===== src/rtl/acq_pkg.sv =====
// Shared types and constants for the acquisition BRAM sequencer family.
// Each 64-bit word carries four 16-bit halfwords, each tagged with a sync nibble.
package acq_pkg;

  typedef enum logic [2:0] {
    IDLE,
    WRITE,
    RD_REQ,
    RD_WAIT,
    RD_SEND,
    DONE
  } acq_state_t;

  localparam int WORDS_PER_BUF   = 256;
  localparam int HALVES_PER_WORD = 4;
  localparam logic [3:0] SYNC_NIBBLE = 4'hF;

  // One transmitted halfword: sync nibble followed by one nibble per channel.
  function automatic logic [15:0] pack_half(input logic [3:0] n1,
                                            input logic [3:0] n2,
                                            input logic [3:0] n3);
    return {SYNC_NIBBLE, n1, n2, n3};
  endfunction

endpackage


===== src/rtl/acq_word_packer.sv =====
// Packs one three-channel sample into a 64-bit BRAM word, nibble-sliced per halfword.
// Halfword n carries bits [4n+3:4n] of each channel; narrow samples read as zero on top.
module acq_word_packer
  import acq_pkg::*;
#(
  parameter int DATA_WIDTH = 16
) (
  input  logic [DATA_WIDTH-1:0] d1,
  input  logic [DATA_WIDTH-1:0] d2,
  input  logic [DATA_WIDTH-1:0] d3,
  output logic [63:0]           word
);

  logic [15:0] e1, e2, e3;

  // NOTE: every signal written in always_comb gets a default first, so no path can infer a latch.
  always_comb begin
    e1   = 16'(d1);
    e2   = 16'(d2);
    e3   = 16'(d3);
    word = '0;
    for (int n = 0; n < HALVES_PER_WORD; n++) begin
      word[16*n +: 16] = pack_half(e1[4*n +: 4], e2[4*n +: 4], e3[4*n +: 4]);
    end
  end

endmodule


===== src/rtl/acq_sequencer.sv =====
// Ping-pong acquisition controller: fills the BRAM with packed samples, then drains it
// halfword by halfword to the UART with a valid/ready handshake.
module acq_sequencer
  import acq_pkg::*;
#(
  parameter int DATA_WIDTH = 16,
  parameter int WR_ADDR_W  = 8,
  parameter int RD_ADDR_W  = 10   // always WR_ADDR_W + 2
) (
  input  logic                  clk,
  input  logic                  rst,
  input  logic                  begin_acq,
  input  logic                  end_acq,
  input  logic                  sample_valid,
  input  logic [DATA_WIDTH-1:0] data_in_1,
  input  logic [DATA_WIDTH-1:0] data_in_2,
  input  logic [DATA_WIDTH-1:0] data_in_3,
  output logic                  bram_wr_en,
  output logic [WR_ADDR_W-1:0]  bram_wr_addr,
  output logic [63:0]           bram_wr_data,
  output logic                  bram_rd_en,
  output logic [RD_ADDR_W-1:0]  bram_rd_addr,
  input  logic [15:0]           bram_rd_data,
  output logic [15:0]           tx_data,
  output logic                  tx_valid,
  input  logic                  tx_ready,
  output logic                  write_read,
  output logic                  overrun,
  output logic                  ended
);

  localparam int CNT_W = WR_ADDR_W + 1;
  localparam int LIM_W = RD_ADDR_W + 1;
  localparam logic [CNT_W-1:0] FULL_CNT = CNT_W'(WORDS_PER_BUF);

  acq_state_t           state, state_nxt;
  logic [CNT_W-1:0]     wr_cnt, wr_cnt_nxt, cnt_eff;
  logic [RD_ADDR_W-1:0] rd_addr, rd_addr_nxt;
  logic [LIM_W-1:0]     rd_limit, rd_limit_nxt;
  logic                 end_pend, end_pend_nxt;
  logic                 overrun_q, overrun_nxt;
  logic [15:0]          tx_data_q, tx_data_nxt;
  logic                 wr_en, rd_en;
  logic [63:0]          packed_word;

  acq_word_packer #(.DATA_WIDTH(DATA_WIDTH)) u_packer (
    .d1   (data_in_1),
    .d2   (data_in_2),
    .d3   (data_in_3),
    .word (packed_word)
  );

  // NOTE: state registers use non-blocking assignments so every flop samples pre-edge values.
  always_ff @(posedge clk or negedge rst) begin
    if (!rst) begin
      state     <= IDLE;
      wr_cnt    <= '0;
      rd_addr   <= '0;
      rd_limit  <= '0;
      end_pend  <= 1'b0;
      overrun_q <= 1'b0;
      tx_data_q <= '0;
    end else begin
      state     <= state_nxt;
      wr_cnt    <= wr_cnt_nxt;
      rd_addr   <= rd_addr_nxt;
      rd_limit  <= rd_limit_nxt;
      end_pend  <= end_pend_nxt;
      overrun_q <= overrun_nxt;
      tx_data_q <= tx_data_nxt;
    end
  end

  always_comb begin
    state_nxt    = state;
    wr_cnt_nxt   = wr_cnt;
    rd_addr_nxt  = rd_addr;
    rd_limit_nxt = rd_limit;
    end_pend_nxt = end_pend;
    overrun_nxt  = overrun_q;
    tx_data_nxt  = tx_data_q;
    wr_en        = 1'b0;
    rd_en        = 1'b0;
    // Count as it will stand after this cycle, so a coincident sample is included.
    cnt_eff      = sample_valid ? wr_cnt + CNT_W'(1) : wr_cnt;

    if (!begin_acq) begin
      // Abort: everything returns to idle, any in-flight tx word is dropped.
      state_nxt    = IDLE;
      wr_cnt_nxt   = '0;
      rd_addr_nxt  = '0;
      rd_limit_nxt = '0;
      end_pend_nxt = 1'b0;
      overrun_nxt  = 1'b0;
      tx_data_nxt  = '0;
    end else begin
      if (sample_valid && state != WRITE) begin
        overrun_nxt = 1'b1;
      end

      case (state)
        IDLE: begin
          state_nxt    = WRITE;
          wr_cnt_nxt   = '0;
          rd_addr_nxt  = '0;
          end_pend_nxt = 1'b0;
        end

        WRITE: begin
          if (sample_valid) begin
            wr_en      = 1'b1;
            wr_cnt_nxt = cnt_eff;
          end
          if (end_acq) begin
            end_pend_nxt = 1'b1;
          end
          if (end_acq || cnt_eff == FULL_CNT) begin
            rd_addr_nxt = '0;
            if (cnt_eff == '0) begin
              state_nxt = DONE;
            end else begin
              state_nxt    = RD_REQ;
              rd_limit_nxt = LIM_W'(cnt_eff) * LIM_W'(HALVES_PER_WORD);
            end
          end
        end

        RD_REQ: begin
          rd_en        = 1'b1;
          end_pend_nxt = end_pend | end_acq;
          state_nxt    = RD_WAIT;
        end

        RD_WAIT: begin
          end_pend_nxt = end_pend | end_acq;
          tx_data_nxt  = bram_rd_data;
          state_nxt    = RD_SEND;
        end

        RD_SEND: begin
          end_pend_nxt = end_pend | end_acq;
          if (tx_ready) begin
            if (LIM_W'(rd_addr) == rd_limit - LIM_W'(1)) begin
              if (end_pend_nxt) begin
                state_nxt = DONE;
              end else begin
                state_nxt   = WRITE;
                wr_cnt_nxt  = '0;
                rd_addr_nxt = '0;
              end
            end else begin
              rd_addr_nxt = rd_addr + RD_ADDR_W'(1);
              state_nxt   = RD_REQ;
            end
          end
        end

        DONE: begin
          state_nxt = DONE;
        end

        default: begin
          state_nxt = IDLE;
        end
      endcase
    end
  end

  assign bram_wr_en   = wr_en;
  assign bram_wr_addr = wr_cnt[WR_ADDR_W-1:0];
  // Gated so the write bus is quiet whenever no write is issued.
  assign bram_wr_data = wr_en ? packed_word : 64'd0;
  assign bram_rd_en   = rd_en;
  assign bram_rd_addr = rd_addr;
  assign tx_data      = tx_data_q;
  assign tx_valid     = (state == RD_SEND);
  assign write_read   = (state == RD_REQ) || (state == RD_WAIT) ||
                        (state == RD_SEND) || (state == DONE);
  assign overrun      = overrun_q;
  assign ended        = (state == DONE);

endmodule


===== config.mk =====
export PLATFORM = sky130hd
export DESIGN_NAME = acq_sequencer
export DESIGN_NICKNAME = d
export VERILOG_FILES = /design/src/rtl/acq_pkg.sv /design/src/rtl/acq_word_packer.sv /design/src/rtl/acq_sequencer.sv
export SDC_FILE = /design/constraint.sdc
export NUM_CORES = 1
export LEC_CHECK = 0
export CORE_ASPECT_RATIO = 0.8
export CORE_UTILIZATION = 42
export DETAILED_ROUTE_END_ITERATION = 8
export PLACE_DENSITY = 0.87
export SYNTH_ARGS = -nofsm -noshare
export SYNTH_HDL_FRONTEND = slang
export SYNTH_SLANG_ARGS = --single-unit

===== constraint.sdc =====
create_clock -name clk -period 3.3 [get_ports clk]
set_clock_uncertainty 0.1 [all_clocks]
set_input_delay 0.66 -clock clk [delete_from_list [all_inputs] [get_ports clk]]
set_output_delay 0.66 -clock clk [all_outputs]
set_load 0.05 [all_outputs]

**After elaboration in Yosys (flattened, before gate mapping)**

Index checks and enable logic that the tools add are counted.

- Add/subtract/negate cells: 3
- Eq/ne operators: 22
- Mux-type cells: 37
- Bitwise gates (word level): 1
- Reductions and logical operators: 13

Operators with widths:

| kind | number |
|---|---|
| 64-bit two-way mux | 1 |
| 9-bit two-way mux | 6 |
| 10-bit two-way mux | 5 |
| 11-bit two-way mux | 4 |
| 16-bit two-way mux | 2 |
| 10-bit case mux with 3 select lines | 1 |
| 9-bit case mux with 3 select lines | 1 |
| 3-bit two-way mux | 6 |
| 3-bit case mux with 6 select lines | 1 |
| 3-bit inequality test (second input constant) | 4 |
| 10-bit by 11-bit equality test with 1-bit output | 1 |
| 11-bit by 1-bit subtractor with 11-bit output (second input constant) | 1 |
| 10-bit by 1-bit adder with 10-bit output (second input constant) | 1 |
| 9-bit by 1-bit adder with 9-bit output (second input constant) | 1 |
| 9-bit equality test (second input constant) | 1 |
| 9-bit zero test | 1 |
| 1-bit two-way mux | 9 |
| 2-bit by 1-bit inequality test with 1-bit output (second input constant) | 4 |
| 3-bit by 2-bit equality test with 1-bit output (second input constant) | 2 |
| 3-bit equality test (second input constant) | 2 |
| 3-bit by 2-bit inequality test with 1-bit output (second input constant) | 2 |
| 5-bit AND reduction | 1 |
| 1-bit logical OR | 4 |
| 4-bit by 1-bit inequality test with 1-bit output (second input constant) | 1 |
| 13 further kinds | 14 |

- Bits in registers: 51
- Bits of input ports: 70
- Output and inout port bits: 104
- Logic and storage cells: 83

**Logic depth before layout (Yosys ltp)**

Gate-level depths: netlist of run 1.

- Depth after elaboration: 7
- Depth in mapped cells: 11
- Mapped depth without buffers: 9

**Hierarchy**

From an unflattened synthesis of run 1, not the netlist that was laid out.

- Cell total of the unflattened synthesis: 503
- Area total of the unflattened synthesis: 4065.1 um2

By module, submodules not included:

| module | times used | cells each | area each (um2) | sequential area each (um2) |
|---|---|---|---|---|
| acq_sequencer | 1 | 438 | 3580.9 | 1226.2 |
| acq_word_packer | 1 | 65 | 484.2 | 0.0 |

**Least setup slack after synthesis of run 1**

No wires, ideal clock.

- Path type: reg-to-output
- Start: register state[1]
- End: output port bram_wr_data[12]
- Data arrival time: 2.437 ns
- Data required time: 2.540 ns
- Path slack: 0.103 ns
- Stages on the path, launching flop included: 7
- Path buffers: 2
- Cell sequence: dfrtp_1 clkbuf_1 nor2b_1 nor3b_1 nand2_1 inv_1 buf_4

- Longest elaborated chain between the ends: 4

Ends and longest elaborated chain:

| item | line | RTL |
|---|---|---|
| from (decl) | acq_sequencer.sv:36 | `acq_state_t state, state_nxt;` |
| from (signal assigned) | acq_sequencer.sv:64 | `state <= state_nxt;` |
| 3-bit by 1-bit equality test with 1-bit output | acq_sequencer.sv:101 | `case (state)` |
| 1-bit two-way mux | acq_sequencer.sv:101 |  |
| 1-bit two-way mux | acq_sequencer.sv:87 | `if (!begin_acq) begin` |
| net bram_wr_en | acq_sequencer.sv:18 | `output logic bram_wr_en,` |
| 64-bit two-way mux | acq_sequencer.sv:172 | `assign bram_wr_data = wr_en ? packed_word : 64'd0;` |
| to (decl) | acq_sequencer.sv:20 | `output logic [63:0] bram_wr_data,` |

The timed path passes the listed nets, and every way through them passes these cells.

**Worst setup path after layout of run 1**

- Start: input port begin_acq
- End: output port bram_wr_data[20]

- Longest elaborated chain between the ends: 2

Ends and longest elaborated chain:

| item | line | RTL |
|---|---|---|
| from (decl) | acq_sequencer.sv:12 | `input logic begin_acq,` |
| 1-bit two-way mux | acq_sequencer.sv:87 |  |
| 64-bit two-way mux | acq_sequencer.sv:172 |  |

Every way passes these cells.

==> flow_results.org, run 1 <==
** Floorplanning
- For this configuration, the core starts out at a cell density of 0.4455.
- Measured along the x axis, the die boundary spans 105.8 µm.
- Die Outline Area :: 8999 µm²
- The core region is 8128 µm².
- Number of standard-cell rows in the floorplan :: 29
- # IOs :: 174
- Height of the die :: 85.05 µm

** Run
- Across the run, the number of max-cap violations was 0.

** Final layout
- In the final layout, the share of cells above drive strength 1 is 0.1983.
- Net count reported at finish :: 647
- After routing the design area is 6047 µm².
- The finished layout holds 683 standard cells, fillers aside.
- 0 antenna diodes ended up in the layout.
- Growth of design area from synthesis to finish :: 67.00%

** Yosys
- After technology mapping, the gate count stands at 430.
- Main area contributors after synthesis :: sky130_fd_sc_hd__dfrtp_1 34%, sky130_fd_sc_hd__and3_1 9.0%, sky130_fd_sc_hd__nand2_1 5.7%, sky130_fd_sc_hd__buf_4 5.0%, sky130_fd_sc_hd__a21oi_1 2.9%
- The commonest cells after synthesis are 55 x sky130_fd_sc_hd__nand2_1, 52 x sky130_fd_sc_hd__and3_1, 49 x sky130_fd_sc_hd__dfrtp_1.
- XOR/XNOR share of the synthesized area :: 0.04112
- After synthesis, the largest family of logic cells by area is simple AND/OR/NAND/NOR gates.
- Synth async-reset ratio :: 1.000
- Complex-gate fraction of the synthesized area :: 0.1745
- Count leader, synth :: sky130_fd_sc_hd__nand2_1
- Distinct cell type count of the synthesized netlist :: 63
- Synthesized-area fraction occupied by adder cells :: 0.01037
- Sequential area share after synthesis :: 0.3386
- Synthesis inferred 49 register bits.
- Simple-gate area share of the yosys netlist :: 0.3041
- The synthesized design contains 0 enable-type register cells.
- Synthesized area :: 3621 µm²
- In the synthesized netlist the dominant register cell turns out to be sky130_fd_sc_hd__dfrtp_1.
- Area leader, netlist :: sky130_fd_sc_hd__dfrtp_1
- Average instance area after synthesis :: 8.421 µm²
- After synthesis, the share of cell area in mux cells is 0.01486.
- Of the post-synthesis cell area, the dominant cell type holds 0.3386.
- Yosys printed 0 warnings.
- The number of nets in the synthesized netlist is 503.

** Pwr
- Power Total :: 0.003133 W
- P per Cell Area :: 518.2 nW/µm²
- Summed over all cells, the static leakage comes to 2.629 nW.
- Switching part of the total :: 0.4648
- The share of total power dissipated in the clock network is 0.116.
- In this run the power spent charging and discharging nets is 0.001456 W.
- Across the VDD grid, the largest voltage drop is 408.2 µV.
- Sequential Power Share :: 0.254
- Cell Int Power :: 0.001677 W
- The share of total power dissipated in combinational logic is 0.630.

** Worst setup path
- Maximum fanout count along the critical path :: 39
- Slowest CP cell :: sky130_fd_sc_hd__clkdlybuf4s50_1
- Delay of the slowest cell on the worst path :: 0.52 ns
- Chain of cells forming the critical path :: clkdlybuf4s50_1, inv_1, nor3b_2, buf_4, and3_1, buf_12
- Endpoint arrival time on the critical path :: 2.38 ns
- Data required time at the worst endpoint :: 2.54 ns
- The worst setup path is launched from an input pin.
- The critical path is of the input pin to primary output type.
- Critical Path Sink Type :: primary output

** GRT
- The first global-routing pass estimated 18330 µm of wire.
- Number of global-route vias before repair :: 3845
- Global-route usage over all layers :: 0.2543
- Most Crowded Layer GR :: met2
- For met3 alone, demand over resource in global routing was 0.05684.
- Pin count of the biggest net entering global routing :: 50
- The total overflow left after global routing is 0.
- Met1 Resource Use GR :: 0.2986
- For met2 alone, demand over resource in global routing was 0.4670.
- Initial antenna violation count :: 0

** Drt
- For this block, the initial DRC count from the detailed router was 245.
- Via-to-Cell Ratio :: 5.608
- Post-Route WL :: 11600 µm
- The routed layout has 3830 vias.
- Per-cell routed wire length :: 16.98 µm
- In the routed design, unresolved DRC markers number 0.
- First-pass DRT Iterations :: 5
- Antenna viol nets, final :: 0

** Timing
- Final setup violation count :: 0
- RSZ-0062 raised after global routing :: false
- Number of hold-slack violations in the final timing report :: 0
- Slew at the pin closest to its max-slew limit :: 1.087 ns
- Once routing completed, OpenROAD measured the worst setup slack at 0.1591 ns.
- Final total negative setup slack :: 0 ns
- Headroom to the max-slew limit came out at 0.2756.
- Of the available clock period, the critical path in the final layout requires 0.9518.
- Timing-limited maximum frequency :: 318.4 MHz
- The final-report max-slew violation count came to 0.
- The worst path in the final design needs a cycle of 3.141 ns, including I/O delays and setup.

** Clocking
- Post-CTS setup buffer count :: 0
- Clock slew seen by the registers of the worst setup and hold paths :: 0.09 ns
- Clock tree synthesis selected as its root buffer the cell sky130_fd_sc_hd__clkbuf_8.
- TritonCTS built the clock tree.
- Worst skew pair latency :: 0.31 ns
- The clock tree synthesis step divided the H-tree into 2 levels.
- Hold buffers post-CTS :: 0
- Counting the buffers created by CTS gives 5.
- The clock drives 49 sinks.
- Number of buffers on the longest clock path :: 2

** Placement
- Count of port buffers added during placement :: 173
- Before CTS, the worst setup slack after placement is 0.06351 ns.
- Once detailed placement completed, the half-perimeter wirelength came to 9014 µm.
- After detailed placement, the design holds a cell count of 675.
- Summing all placed instances gives a cell area of 5954 µm².
- The congestion estimate from routability-driven global placement came to 0.9074.

** Outcome
- The run finished with clean final reports.

** Hold path
- HP Class :: register to register
## cell usage in the layout, fill, tap and decap left out, types with 2 or more instances in the layout
cell type / synthesis / layout
sky130_fd_sc_hd__o21ai_0: 5 / 5
sky130_fd_sc_hd__o221ai_1: 6 / 6
sky130_fd_sc_hd__clkdlybuf4s50_1: 0 / 106
sky130_fd_sc_hd__or3_1: 4 / 4
sky130_fd_sc_hd__inv_1: 16 / 16
sky130_fd_sc_hd__and4_1: 2 / 2
sky130_fd_sc_hd__nand3b_1: 3 / 3
sky130_fd_sc_hd__nand2b_1: 4 / 4
sky130_fd_sc_hd__a221o_1: 2 / 2
sky130_fd_sc_hd__buf_12: 0 / 67
sky130_fd_sc_hd__nand4_1: 13 / 13
sky130_fd_sc_hd__a211oi_1: 9 / 9
sky130_fd_sc_hd__mux2i_1: 2 / 2
sky130_fd_sc_hd__nor3b_2: 2 / 4
sky130_fd_sc_hd__buf_4: 24 / 19
sky130_fd_sc_hd__ha_1: 3 / 3
sky130_fd_sc_hd__o211ai_1: 10 / 10
sky130_fd_sc_hd__nor2_1: 24 / 24
sky130_fd_sc_hd__xor2_1: 7 / 7
sky130_fd_sc_hd__clkbuf_8: 1 / 5
sky130_fd_sc_hd__dfrtp_1: 49 / 49
sky130_fd_sc_hd__nor3_1: 10 / 10
sky130_fd_sc_hd__nand2_1: 55 / 55
sky130_fd_sc_hd__a21o_1: 6 / 6
sky130_fd_sc_hd__nor4_1: 5 / 5
sky130_fd_sc_hd__a21oi_1: 21 / 21
sky130_fd_sc_hd__a22o_1: 5 / 5
sky130_fd_sc_hd__nand3_1: 10 / 10
sky130_fd_sc_hd__and3_1: 52 / 52
sky130_fd_sc_hd__nor2b_1: 3 / 2
sky130_fd_sc_hd__or2_2: 2 / 2
sky130_fd_sc_hd__nand4b_1: 2 / 2
sky130_fd_sc_hd__and2_1: 4 / 4
sky130_fd_sc_hd__xnor2_1: 10 / 10
## state kept, by name, indices dropped and copies added (netlist names)
| signal | count |
|---|---|
| wr_cnt | 9 |
| bram_rd_addr | 10 |
| end_pend | 1 |
| state | 3 |
| tx_data | 16 |
| rd_limit | 9 |
| overrun | 1 |
## stage by stage
step,hold WS [ns],utilization
2_1_floorplan,0.2644,-
6_report,0.4111,0.7440
4_1_cts,0.4144,0.7437
5_1_grt,0.4529,0.7440
3_3_place_gp,0.3830,0.7326
3_5_place_dp,0.3943,0.7326
## metal layers
metal	part of all wire	routed length [µm]
met1	0.40	4615
met2	0.51	5938
met3	0.072	837
met4	0.018	208
met5	0	0
## cell type report
cell class,instances,area [µm²]
inverters,16,60.06
multi-input cells,309,1986
repair buffers,193,2550
well taps,108,135.1
flip-flops and latches,49,1226
clock inverters,3,21.27
fillers,583,2081
clock buffers,5,68.82
## worst paths after layout
kind | startpoint | endpoint | slack, ns | depth (start not counted)
hold reg to reg | overrun$_DFFE_PN0P_ | overrun$_DFFE_PN0P_ | 0.41 | 2
setup / recovery | begin_acq | bram_wr_data[20] | 0.16 | 6
hold / removal | overrun$_DFFE_PN0P_ | overrun$_DFFE_PN0P_ | 0.41 | 2
min in group asynchronous | rst | bram_rd_addr[5]$_DFFE_PN0P_ | 0.44 | 1
max in group asynchronous | rst | rd_limit[9]$_DFFE_PN0P_ | 1.99 | 1
setup reg to reg | rd_limit[2]$_DFFE_PN0P_ | wr_cnt[0]$_DFFE_PN0P_ | 0.30 | 9
## worst max-delay path, delay by kind of cell
| family | cells | cell delay, ns |
|---|---|---|
| buffers and inverters | 4 | 1.13 |
| and+or+nand+nor | 2 | 0.58 |
## power groups by stage
| stage | Combinational [W] | Sequential, W | Clock [W] |
|---|---|---|---|
| 2_1_floorplan | 0.00116 | 0.000840 | 0 |
| 3_3_place_gp | 0.00190 | 0.000792 | 0 |
| 3_5_place_dp | 0.00197 | 0.000802 | 0 |
| 4_1_cts | 0.00197 | 0.000790 | 0.000370 |
| 5_1_grt | 0.00209 | 0.000808 | 0.000397 |
| 6_report | 0.00197 | 0.000795 | 0.000365 |
## timing repair
action / 4_1_cts / 5_1_grt
gates resized for setup: 0 / 1
hold endpoints to repair: 0 / 0
setup endpoints to repair: 0 / 39
## kinds of logic (layout without fill, tap and decap cells)
kind of cell | count (synthesis) | in the layout
AOI/OAI and AO/OA | 81 | 81
and+or+nand+nor | 204 | 204
buffers and inverters | 72 | 217
muxes | 4 | 4
DFF | 49 | 49
adders and majority gates | 3 | 3
xor gates and xnor gates | 17 | 17
No activity file was read; power rests on OpenSTA's default activity.
==> inputs of run 2 (changes only) <==
--- a/config.mk
+++ b/config.mk
@@ -5,9 +5,12 @@
 export SDC_FILE = /design/constraint.sdc
 export NUM_CORES = 1
 export LEC_CHECK = 0
+export ABC_AREA = 1
 export CORE_ASPECT_RATIO = 0.8
-export CORE_UTILIZATION = 42
+export CORE_MARGIN = 2
+export CORE_UTILIZATION = 43
 export DETAILED_ROUTE_END_ITERATION = 8
+export HOLD_SLACK_MARGIN = 0.1
 export PLACE_DENSITY = 0.87
 export SYNTH_ARGS = -nofsm -noshare
 export SYNTH_HDL_FRONTEND = slang
==> run 2 against run 1 <==
Against the previous run:
- critical endpoint is now bram_wr_data[5]
- wire length is 11% higher
- power increased by 3.4%
- design area up 8.7%
==> flow_results.org, run 2 <==
** Outcome
- Result of the run :: finished clean

** Floorplanning
- The initial utilization of the core area, before any placement, comes to 0.4401.
- Number of standard-cell rows in the floorplan :: 31
- In this run the count of I/O pins placed on the die edge is 174.
- Placeable core region :: 8999 µm²
- Measured along the x axis, the die boundary spans 111.3 µm.
- Measured along the y axis, the die boundary spans 89.84 µm.
- The die covers 9998 µm².

** Placement
- The number of placed instances, taps included, is 886.
- Count of port buffers added during placement :: 173
- Hpwl dp :: 10420 µm
- Routability-driven placement finished with a final weighted congestion of 0.9470.

** Pwr
- P per Cell Area :: 492.6 nW/µm²
- Static power due to leakage :: 3.238 nW
- Power Total :: 0.003239 W
- Maximum vdd drop :: 462.0 µV

** Yosys
- For this run, the register share of the synthesized area comes to 0.3096.
- Top cells by instance count after synthesis :: 150 x sky130_fd_sc_hd__nand2_1, 118 x sky130_fd_sc_hd__nor2_1, 108 x sky130_fd_sc_hd__inv_1
- Post-synth top flop :: sky130_fd_sc_hd__dfrtp_1
- Counting flops and latches in the post-synthesis netlist gives 49.
- Yosys printed 0 warnings.
- The share of synthesized area in the top cell type comes to 0.3096.
- The biggest area contributor in the post-synthesis netlist is sky130_fd_sc_hd__dfrtp_1.
- Yosys instantiated no cell more often than sky130_fd_sc_hd__nand2_1.
- Synthesized instance count :: 630
- Synthesis produced a netlist with a net count of 703.
- Yosys mapped the design onto 35 distinct sky130hd cell types.
- The synthesized design contains 0 enable-type register cells.
- Each instance of the synthesized netlist takes up on average 6.286 µm².
- The mapped netlist covers 3960 µm².
- Synth async-reset ratio :: 1.000
- Main area contributors after synthesis :: sky130_fd_sc_hd__dfrtp_1 31%, sky130_fd_sc_hd__nand2_1 14%, sky130_fd_sc_hd__nor2_1 11%, sky130_fd_sc_hd__inv_1 10%, sky130_fd_sc_hd__nand3_1 9.1%

** Final layout
- Growth of design area from synthesis to finish :: 66.03%
- Measured on the finished design, the core utilization comes to 0.7307.
- Fraction of final layout cells with drive strength greater than 1 :: 0.1900
- Flip-flop count of the largest register, all copies and words added :: 16
- Most frequent cells in the layout :: 150 x sky130_fd_sc_hd__nand2_1, 108 x sky130_fd_sc_hd__inv_1, 106 x sky130_fd_sc_hd__clkdlybuf4s50_1, 97 x sky130_fd_sc_hd__nor2_1, 72 x sky130_fd_sc_hd__nand3_1
- Most common cell after layout, fill and taps aside :: sky130_fd_sc_hd__nand2_1
- Net count reported at finish :: 851
- Filler cell count in the final layout :: 662
- Number of standard cells in the final layout excluding fillers :: 896

** Timing
- The final-report hold violation count is 0.
- Across all hold checks on the routed design, the worst slack comes to 0.4086 ns.
- Slew at the pin closest to its max-slew limit :: 1.099 ns
- Max-slew violation count :: 0
- Final period util :: 0.9486
- Setup violations remaining at the end of the flow were counted as 0.
- For the finished layout, the period the worst path requires is 3.131 ns.
- For this run, the top clock speed supported by timing is 319.4 MHz.
- Setup repair after global routing left no endpoint under its margin.
- Slew margin rel. :: 0.2675

** Hold path
- The worst hold path passes through 2 cells.
- The worst hold path belongs to the class register to register.
- Worst hold path endpoint :: overrun$_DFFE_PN0P_
- The worst hold path begins at overrun$_DFFE_PN0P_.

** Clocking
- H-tree lvl count :: 2
- Post-CTS timing repair inserted 0 buffers for setup.
- Counting along the longest clock path gives a buffer depth of 2.
- Clock slew seen by the registers of the worst setup and hold paths :: 0.07 ns
- In this run the clock root is driven by a sky130_fd_sc_hd__clkbuf_16.
- TritonCTS created 5 clock buffers.
- CTS sink cnt :: 49
- TritonCTS built the clock tree.
- For the worst-skew pair, the clock arrives at the later sink with an insertion delay of 0.29 ns.

** GRT
- The via count of the first global-routing pass is 4321.
- Pin count of the biggest net entering global routing :: 52
- After global routing the overflow that remains totals 0.
- For this run, the total global-route usage over all layers was measured as 0.2607.
- Initial antenna violation count :: 2
- Wire length of the first global-routing pass :: 21390 µm

** Worst setup path
- For the worst setup path, the data arrival time is 2.37 ns.
- The startpoint identified for the worst register-to-register timing path is rd_limit[2]$_DFFE_PN0P_.
- Slowest CP cell :: sky130_fd_sc_hd__clkdlybuf4s50_1
- Reg2reg setup slack :: 0.85 ns
- First element of the critical path :: begin_acq
- Together, buffers and inverters on the worst path number 6.
- STA classifies the critical path endpoint as a primary output.
- Reg-to-reg critical path endpoint :: wr_cnt[7]$_DFFE_PN0P_
- Kind of cell adding the most delay to the critical path :: buffers and inverters
- By startpoint and endpoint, the worst setup path is classified as input pin to primary output.
- The worst setup path is launched from an input pin.
- Walking the worst path, the cells encountered are clkdlybuf4s50_1, clkinv_2, nor2_4, inv_2, nor2_4, inv_2, buf_12, nor2_1, buf_12.
- Maximum fanout count along the critical path :: 36
- For the worst setup path, the data required time is 2.54 ns.
- Worst Reg-to-Reg Cells :: 15
- For this run, the slowest stage of the critical path takes 0.50 ns.

** Drt
- Using the TritonRoute via totals, the vias-per-cell ratio works out to 5.007.
- Via Count :: 4486
- DR iter-0 viols :: 425
- The count of nets left with antenna violations once routing finished came out at 0.
- First-pass DRT Iterations :: 5
- Post-Route WL :: 12930 µm
- In the routed design, unresolved DRC markers number 0.
- Per-cell routed wire length :: 14.43 µm

** Run
- The tool flagged a number of max-cap violations equal to 0.
-- run 2: timing repair --
action / CTS / global route
hold buffers: 0 / 0
gates resized for setup: 0 / 2
hold endpoints to repair: 0 / 0
endpoints found under the setup margin: 0 / 5
-- run 2: cell families after synthesis --
logic type               after synthesis  share of synthesized area
AND/OR/NAND/NOR                      377                     0.4193
flip-flops                            49                     0.3096
XOR/XNOR                               3                   0.006636
AO/OA/AOI/OAI                         42                    0.07836
buffers and inverters                156                     0.1766
adder cells (fa/ha/maj)                3                   0.009480
-- run 2: final cells by class --
class	instances	area (µm²)	area share
timing repair buffer	181	2460	0.3741
multi-input combinational	425	2132	0.3243
sequential	49	1226	0.1865
inverter	116	436.7	0.06641
tap	115	143.9	0.02188
clock buffer	5	125.1	0.01903
clock inverter	3	46.29	0.007041
antenna	2	5.005	0.0007612
-- run 2: power breakdown --
group          switching, W  internal (W)
combinational       0.00121      0.000715
clock              0.000237      0.000359
sequential        0.0000570      0.000664
total               0.00150       0.00174
-- run 2: how the worst max path moves through the flow --
stage,to,slack [ns],cells after the start
after floorplan,bram_wr_data[35],-0.05,9
after global placement,bram_wr_data[5],0.23,9
after detailed placement,bram_wr_data[32],0.16,9
after CTS,bram_wr_data[32],0.16,9
after global routing,bram_wr_data[19],0.06,9
final,bram_wr_data[5],0.17,9
-- run 2: metrics by stage --
| step | cell area, µm² | setup TNS, ns | setup WS [ns] |
|---|---|---|---|
| after detailed placement | 6391 | 0 | 0.1589 |
| after global routing | 6575 | 0 | 0.06454 |
| after CTS | 6563 | 0 | 0.1594 |
| final | 6575 | 0 | 0.1695 |
| after floorplan | 4051 | -0.9944 | -0.05105 |
| after global placement | 6391 | 0 | 0.2319 |
-- run 2: layer usage --
layer / wire, µm / global-route usage / vias to the layer above
li1: - / - / 2191
met1: 5126 / 0.3145 / 2045
met2: 6499 / 0.4756 / 233
met3: 1072 / 0.05462 / 17
met4: 233 / 0.06173 / 0
met5: 0 / 0 / -
-- run 2: tightest hold or removal path, cell delays in order (launching register included) --
cell,delay [ns]
sky130_fd_sc_hd__dfrtp_1,0.35
sky130_fd_sc_hd__a21oi_1,0.05
sky130_fd_sc_hd__nor2_1,0.07
==> inputs of run 3 (changes only) <==
--- a/config.mk
+++ b/config.mk
@@ -6,6 +6,7 @@
 export NUM_CORES = 1
 export LEC_CHECK = 0
 export ABC_AREA = 1
+export CAP_MARGIN = 20
 export CORE_ASPECT_RATIO = 0.8
 export CORE_MARGIN = 2
 export CORE_UTILIZATION = 43
==> run 3 against run 2 <==
Against the previous run:
- combinational power hardly changed
- clock-buffer cell count stayed put
- critical path type unchanged
- design area is 0.30% higher
- register-to-register slack hardly changed
- power is 0.12% higher
- sequential cell count stayed put
- first-iteration DRC count is 16% lower
- maximum frequency hardly changed
- global-route usage stayed put
- via count is 0.76% lower
- sequential share of layout area is 0.057 points lower
- largest power group unchanged
==> flow_results.org, run 3 (synthesized netlist as in run 2, its figures left out) <==
** Outcome
- Result of the run :: finished clean

** Timing
- The final-report hold violation count is 0.
- Setup violations remaining at the end of the flow were counted as 0.
- Based on the critical path, the design can be clocked at up to 319.6 MHz.
- After layout, the minimum clock period comes to 3.129 ns.
- RSZ-0062 raised after global routing :: false
- For the pin with the worst max-slew slack, the measured transition is 0.5754 ns.
- The tightest hold path in the finished design has a slack of 0.1120 ns.
- The final-report max-slew violation count came to 0.
- In the finished design, the share of the clock period the worst path needs comes to 0.9481.
- Slew margin rel. :: 0.6152

** Pwr
- In this run the static leakage power is 3.247 nW.
- Maximum vdd drop :: 462.1 µV
- P per Cell Area :: 491.7 nW/µm²

** Worst setup path
- The worst register-to-register path begins at rd_limit[2]$_DFFE_PN0P_.
- The critical path in this run is classified as input pin to primary output.
- Reg2reg setup slack :: 0.86 ns
- Reg-to-reg critical path endpoint :: wr_cnt[7]$_DFFE_PN0P_
- Worst setup SP type :: input pin
- The worst register-to-register path has a depth of 15.
- First element of the critical path :: begin_acq
- Data required time at the worst endpoint :: 2.54 ns
- Timing endpoint of the critical path :: bram_wr_data[5]
- STA classifies the critical path endpoint as a primary output.
- At the worst endpoint, the arrival time is 2.37 ns.
- In this run the worst path has a maximum fanout of 36.

** Clocking
- TritonCTS clock tree :: yes
- Clock Root Buffer :: sky130_fd_sc_hd__clkbuf_16
- After clock tree synthesis, the flow added hold-fix buffers numbering 0.
- Number of buffers on the longest clock path :: 2
- Worst skew pair latency :: 0.29 ns
- H-tree lvl count :: 2
- CTS sink cnt :: 49
- Number of clock buffers inserted by TritonCTS :: 5
- After clock tree synthesis, the clock-pin slew on the worst setup and hold paths is 0.07 ns.

** GRT
- The via count of the first global-routing pass is 4321.
- Pin count of the biggest net entering global routing :: 52
- Initial antenna violation count :: 2
- The first global-routing pass estimated 21390 µm of wire.
- Summed over all layers, the global routing overflow is 0.
- In the global route stage, overall resource usage came out at 0.2607.

** Floorplanning
- Placeable core region :: 8999 µm²
- In this run the horizontal extent of the chip is 111.3 µm.
- The die covers 9998 µm².
- Initial core utilization :: 0.4401
- Number of standard-cell rows in the floorplan :: 31
- The die is 89.84 µm tall.
- # IOs :: 174

** Final layout
- In the layout the commonest cells are 150 x sky130_fd_sc_hd__nand2_1, 108 x sky130_fd_sc_hd__inv_1, 106 x sky130_fd_sc_hd__clkdlybuf4s50_1, 97 x sky130_fd_sc_hd__nor2_1, 72 x sky130_fd_sc_hd__nand3_1.
- Counting the fill cells in the layout gives 660.
- At the end of the flow the core is filled with cells to 0.7329.
- Relative to the synthesized area, the layout overhead comes to 66.54%.
- Flip-flop count of the largest register, all copies and words added :: 16
- Net count reported at finish :: 852
- In the final layout, the share of cells above drive strength 1 is 0.1910.
- Leaving out fill and tap cells, the most frequent cell in the layout is sky130_fd_sc_hd__nand2_1.

** Drt
- After detailed routing, the number of remaining DRC violations is 0.
- Post-Route WL :: 12940 µm
- In the final routed layout, each cell accounts on average for 14.43 µm.
- The first TritonRoute pass finished after 5 iterations.
- The final route contains 4452 vias.
- Antenna viol nets, final :: 0
- The detailed router finished its first iteration with 355 violations.
- Using the TritonRoute via totals, the vias-per-cell ratio works out to 4.963.

** Run
- The tool flagged a number of max-cap violations equal to 0.

** Placement
- Detailed placement ended at an HPWL of 10420 µm.
- Routability-driven placement finished with a final weighted congestion of 0.9470.
- Count of port buffers added during placement :: 173

** Hold path
- HP Class :: input pin to asynchronous set/reset pin
## run 3: cell count changes in the layout (fill, tap and decap cells not counted)
cell	previous run	this run
sky130_fd_sc_hd__buf_12	67	68
## run 3: timing repair
| item | in CTS | in global routing |
|---|---|---|
| setup buffers | 0 | 0 |
| gates resized for setup | 0 | 2 |
| setup endpoints to repair | 0 | 5 |
## run 3: through the flow
step | setup TNS [ns] | total power [W] | instances | area (µm²) | worst slack [ns]
floorplan | -0.9944 | 0.001914 | 630 | 4051 | -0.05105
global placement | 0 | 0.002608 | 886 | 6391 | 0.2319
detailed placement | 0 | 0.002642 | 886 | 6391 | 0.1589
CTS | 0 | 0.003245 | 894 | 6563 | 0.1594
global route | 0 | 0.003408 | 897 | 6595 | 0.06454
finish | 0 | 0.003243 | 897 | 6595 | 0.1712
## run 3: final cells by class
class                      count  area (µm²)  share of cell area
antenna                        2       5.005           0.0007589
clock buffer                   5       125.1             0.01897
clock inverter                 3       46.29            0.007020
sequential                    49        1226              0.1859
timing repair buffer         182        2480              0.3760
tap                          115       143.9             0.02182
multi-input combinational    425        2132              0.3233
inverter                     116       436.7             0.06621
## run 3: how the worst min path moves through the flow
stage | from | end | slack [ns]
3_3_place_gp | end_pend$_DFFE_PN0P_ | end_pend$_DFFE_PN0P_ | 0.37
4_1_cts | overrun$_DFFE_PN0P_ | overrun$_DFFE_PN0P_ | 0.42
6_report | rst | tx_data[13]$_DFFE_PN0P_ | 0.11
3_5_place_dp | end_pend$_DFFE_PN0P_ | end_pend$_DFFE_PN0P_ | 0.38
2_1_floorplan | rst | bram_rd_addr[0]$_DFFE_PN0P_ | 0.26
5_1_grt | rst | tx_data[13]$_DFFE_PN0P_ | 0.12
## run 3: critical path, stage by stage
cell	delay, ns
sky130_fd_sc_hd__clkdlybuf4s50_1	0.50
sky130_fd_sc_hd__clkinv_2	0.09
sky130_fd_sc_hd__nor2_4	0.15
sky130_fd_sc_hd__inv_2	0.11
sky130_fd_sc_hd__nor2_4	0.10
sky130_fd_sc_hd__inv_2	0.12
sky130_fd_sc_hd__buf_12	0.22
sky130_fd_sc_hd__nor2_1	0.21
sky130_fd_sc_hd__buf_12	0.17
## run 3: metal layers
metal / vias to the layer above / GRT usage / part of all wire
li1: 2192 / - / -
met1: 2015 / 0.3145 / 0.40
met2: 232 / 0.4756 / 0.50
met3: 13 / 0.05462 / 0.081
met4: 0 / 0.06173 / 0.016
met5: - / 0 / 0
## run 3: where the power goes
part	leakage, nW	total (W)	internal, W	switching (W)
clock	0.0800	0.000596	0.000359	0.000236
sequential	0.678	0.000722	0.000664	0.0000577
combinational	2.49	0.00193	0.000718	0.00121
==> RTL edit, RTL diff (flow settings as in run 1) <==
The package constant `HALVES_PER_WORD` goes from 4 to 5.
--- a/src/rtl/acq_pkg.sv
+++ b/src/rtl/acq_pkg.sv
@@ -12,7 +12,7 @@
   } acq_state_t;
 
   localparam int WORDS_PER_BUF   = 256;
-  localparam int HALVES_PER_WORD = 4;
+  localparam int HALVES_PER_WORD = 5;
   localparam logic [3:0] SYNC_NIBBLE = 4'hF;
 
   // One transmitted halfword: sync nibble followed by one nibble per channel.
Function: no difference found for any inputs over 10 cycles, from zero or initial values and one cycle with rst low; that may be too few to reach the edited logic, so the function may still have changed.
==> RTL edit against run 1 <==
  * Sequential cell count up 2
  * Sequential power down 11%
  * Wire length up 18%
  * Count of clock-buffer cells in the layout unchanged
  * Synthesized area up 5.4%
  * Total power down 15%
  * Worst setup slack worse by 86 ps
  * Global-route usage up 2.0 points
  * Largest power group unchanged
  * Final area up 9.8%
==> RTL edit: results (changes against run 1) <==
- The fraction of area in registers is 19.3% (-1.0 points).
- The startpoint identified for the worst hold timing path is tx_data[2]$_DFFE_PN0P_.
* Global routing met2 resource utilization: 46.4% (-0.33 points)
- Post-Place Cell Area: 0.00637 sq mm (+6.9%)
- The total number of multi-input combinational cells is 344 (+11%).
* Top Family by Delay on Critical Path: compound AO/OA/AOI/OAI gates
- Proportion of cell area spent on the clock network: 2.58% (+1.1 points)
* M1 GR Usage: 34.7% (+4.8 points)
* Worst-path clk slew: 70 ps (-20 ps)
- The met3 layer wire length in the routed design is 974 um (+16%).
* Number of vias per cell after detailed routing: 5.60 (-0.17%)
- Worst hold slack: 426 ps (+15.4 ps)
- On the critical path, the stage with the largest delay is an instance of sky130_fd_sc_hd__or4b_1.
* Number of cells on the worst reg-to-reg path: 11 (+2)
- Number of distinct library cell variants in the gate-level netlist after synthesis: 54 (-14%)
* Post-CTS Resized: 4 (+4)
- Cell Int Power: 1.62 mW (-3.6%)
- Post-Place Worst Slack: -465 ps (-529 ps)
- The number of non-clock inverters was 14 (-2).
- In the post-synthesis netlist, the biggest area contributors are sky130_fd_sc_hd__dfrtp_1 (33%), sky130_fd_sc_hd__and2_1 (8.4%), sky130_fd_sc_hd__nand2_1 (5.6%).
- The arrival time reported for the critical path endpoint was 3300 ps (+920 ps).
- Non-clock buffers: 217 (+12%)
- Net switching fraction of the power: 39.5% (-7.0 points)
- The overall routed net length was 13.7 mm (+18%).
- Length of routed met2 wiring: 7.01 mm (+18%)
- The met3 usage came to 6.13% (+0.45 points).
* Multi-input combinational area share: 34.2% (+1.4 points)
* Largest net degree at the start of global routing: 52 (+4.0%)
- By count the netlist is led by sky130_fd_sc_hd__nand2_1 (57), sky130_fd_sc_hd__and2_1 (51), sky130_fd_sc_hd__dfrtp_1 (51), sky130_fd_sc_hd__nor2_1 (34), sky130_fd_sc_hd__a21oi_1 (25).
* Power in sequential cells: 0.711 mW (-11%)
* Met1 wire length: 5.35 mm (+16%)
* Status: completed
- The non-clock buffering overhead in the final layout was 41.0% (-1.1 points).
* Post-route non-filler standard cell count: 746 (+9.2%)
* Via count of the first global-routing pass: 3973 (+3.3%)
* Sequential cell area fraction in the yosys report: 33.5% (-0.41 points)
- Detail Placement HPWL: 9.91 mm (+10%)
- Average instance area after synthesis: 8.31 sq um (-1.3%)
- Wire length of the first global-routing pass: 20.0 mm (+9.4%)
- The number of instances in the placed design is 734 (+8.7%).
- Number of clock sinks: 51 (+4.1%)
- The count of routing violations after the opening detailed-route iteration came to 514 (+110%).
- The area taken by flip-flops and latches was 0.00128 sq mm (+4.3%).
- The final RePlAce weighted congestion came to 0.954 (+5.1%).
- The fill cell instance count of the final layout was 522 (-10%).
* Slew margin rel.: 22.9% (-4.6 points)
* Share of cells above drive strength 1: 22.7% (+2.9 points)
* Worst setup endpoint: bram_rd_addr[7]$_DFFE_PN0P_
- Cell at the root of the clock tree: sky130_fd_sc_hd__clkbuf_16
[RTL edit: cell types whose count changed in the layout (fill, tap and decap cells not counted), moves of 6 or more]
cell / change
sky130_fd_sc_hd__and2_1: +47
sky130_fd_sc_hd__and3_1: -45
sky130_fd_sc_hd__buf_4: +24
sky130_fd_sc_hd__ha_1: +12
sky130_fd_sc_hd__nand4_1: -9
sky130_fd_sc_hd__mux2i_1: +8
sky130_fd_sc_hd__nor2_1: +8
sky130_fd_sc_hd__o221ai_1: -6
sky130_fd_sc_hd__xor2_1: +6
[RTL edit: cells by family after synthesis]
| kind of cell | after synthesis | share of synthesized area (%) |
|---|---|---|
| flip-flops | 51 | 33.5 |
| XOR/XNOR | 29 | 6.66 |
| AO/OA/AOI/OAI | 84 | 14.5 |
| AND/OR/NAND/NOR | 201 | 27.1 |
| buffers and inverters | 64 | 8.95 |
| multiplexers | 12 | 3.31 |
| adder cells (fa/ha/maj) | 18 | 6.10 |
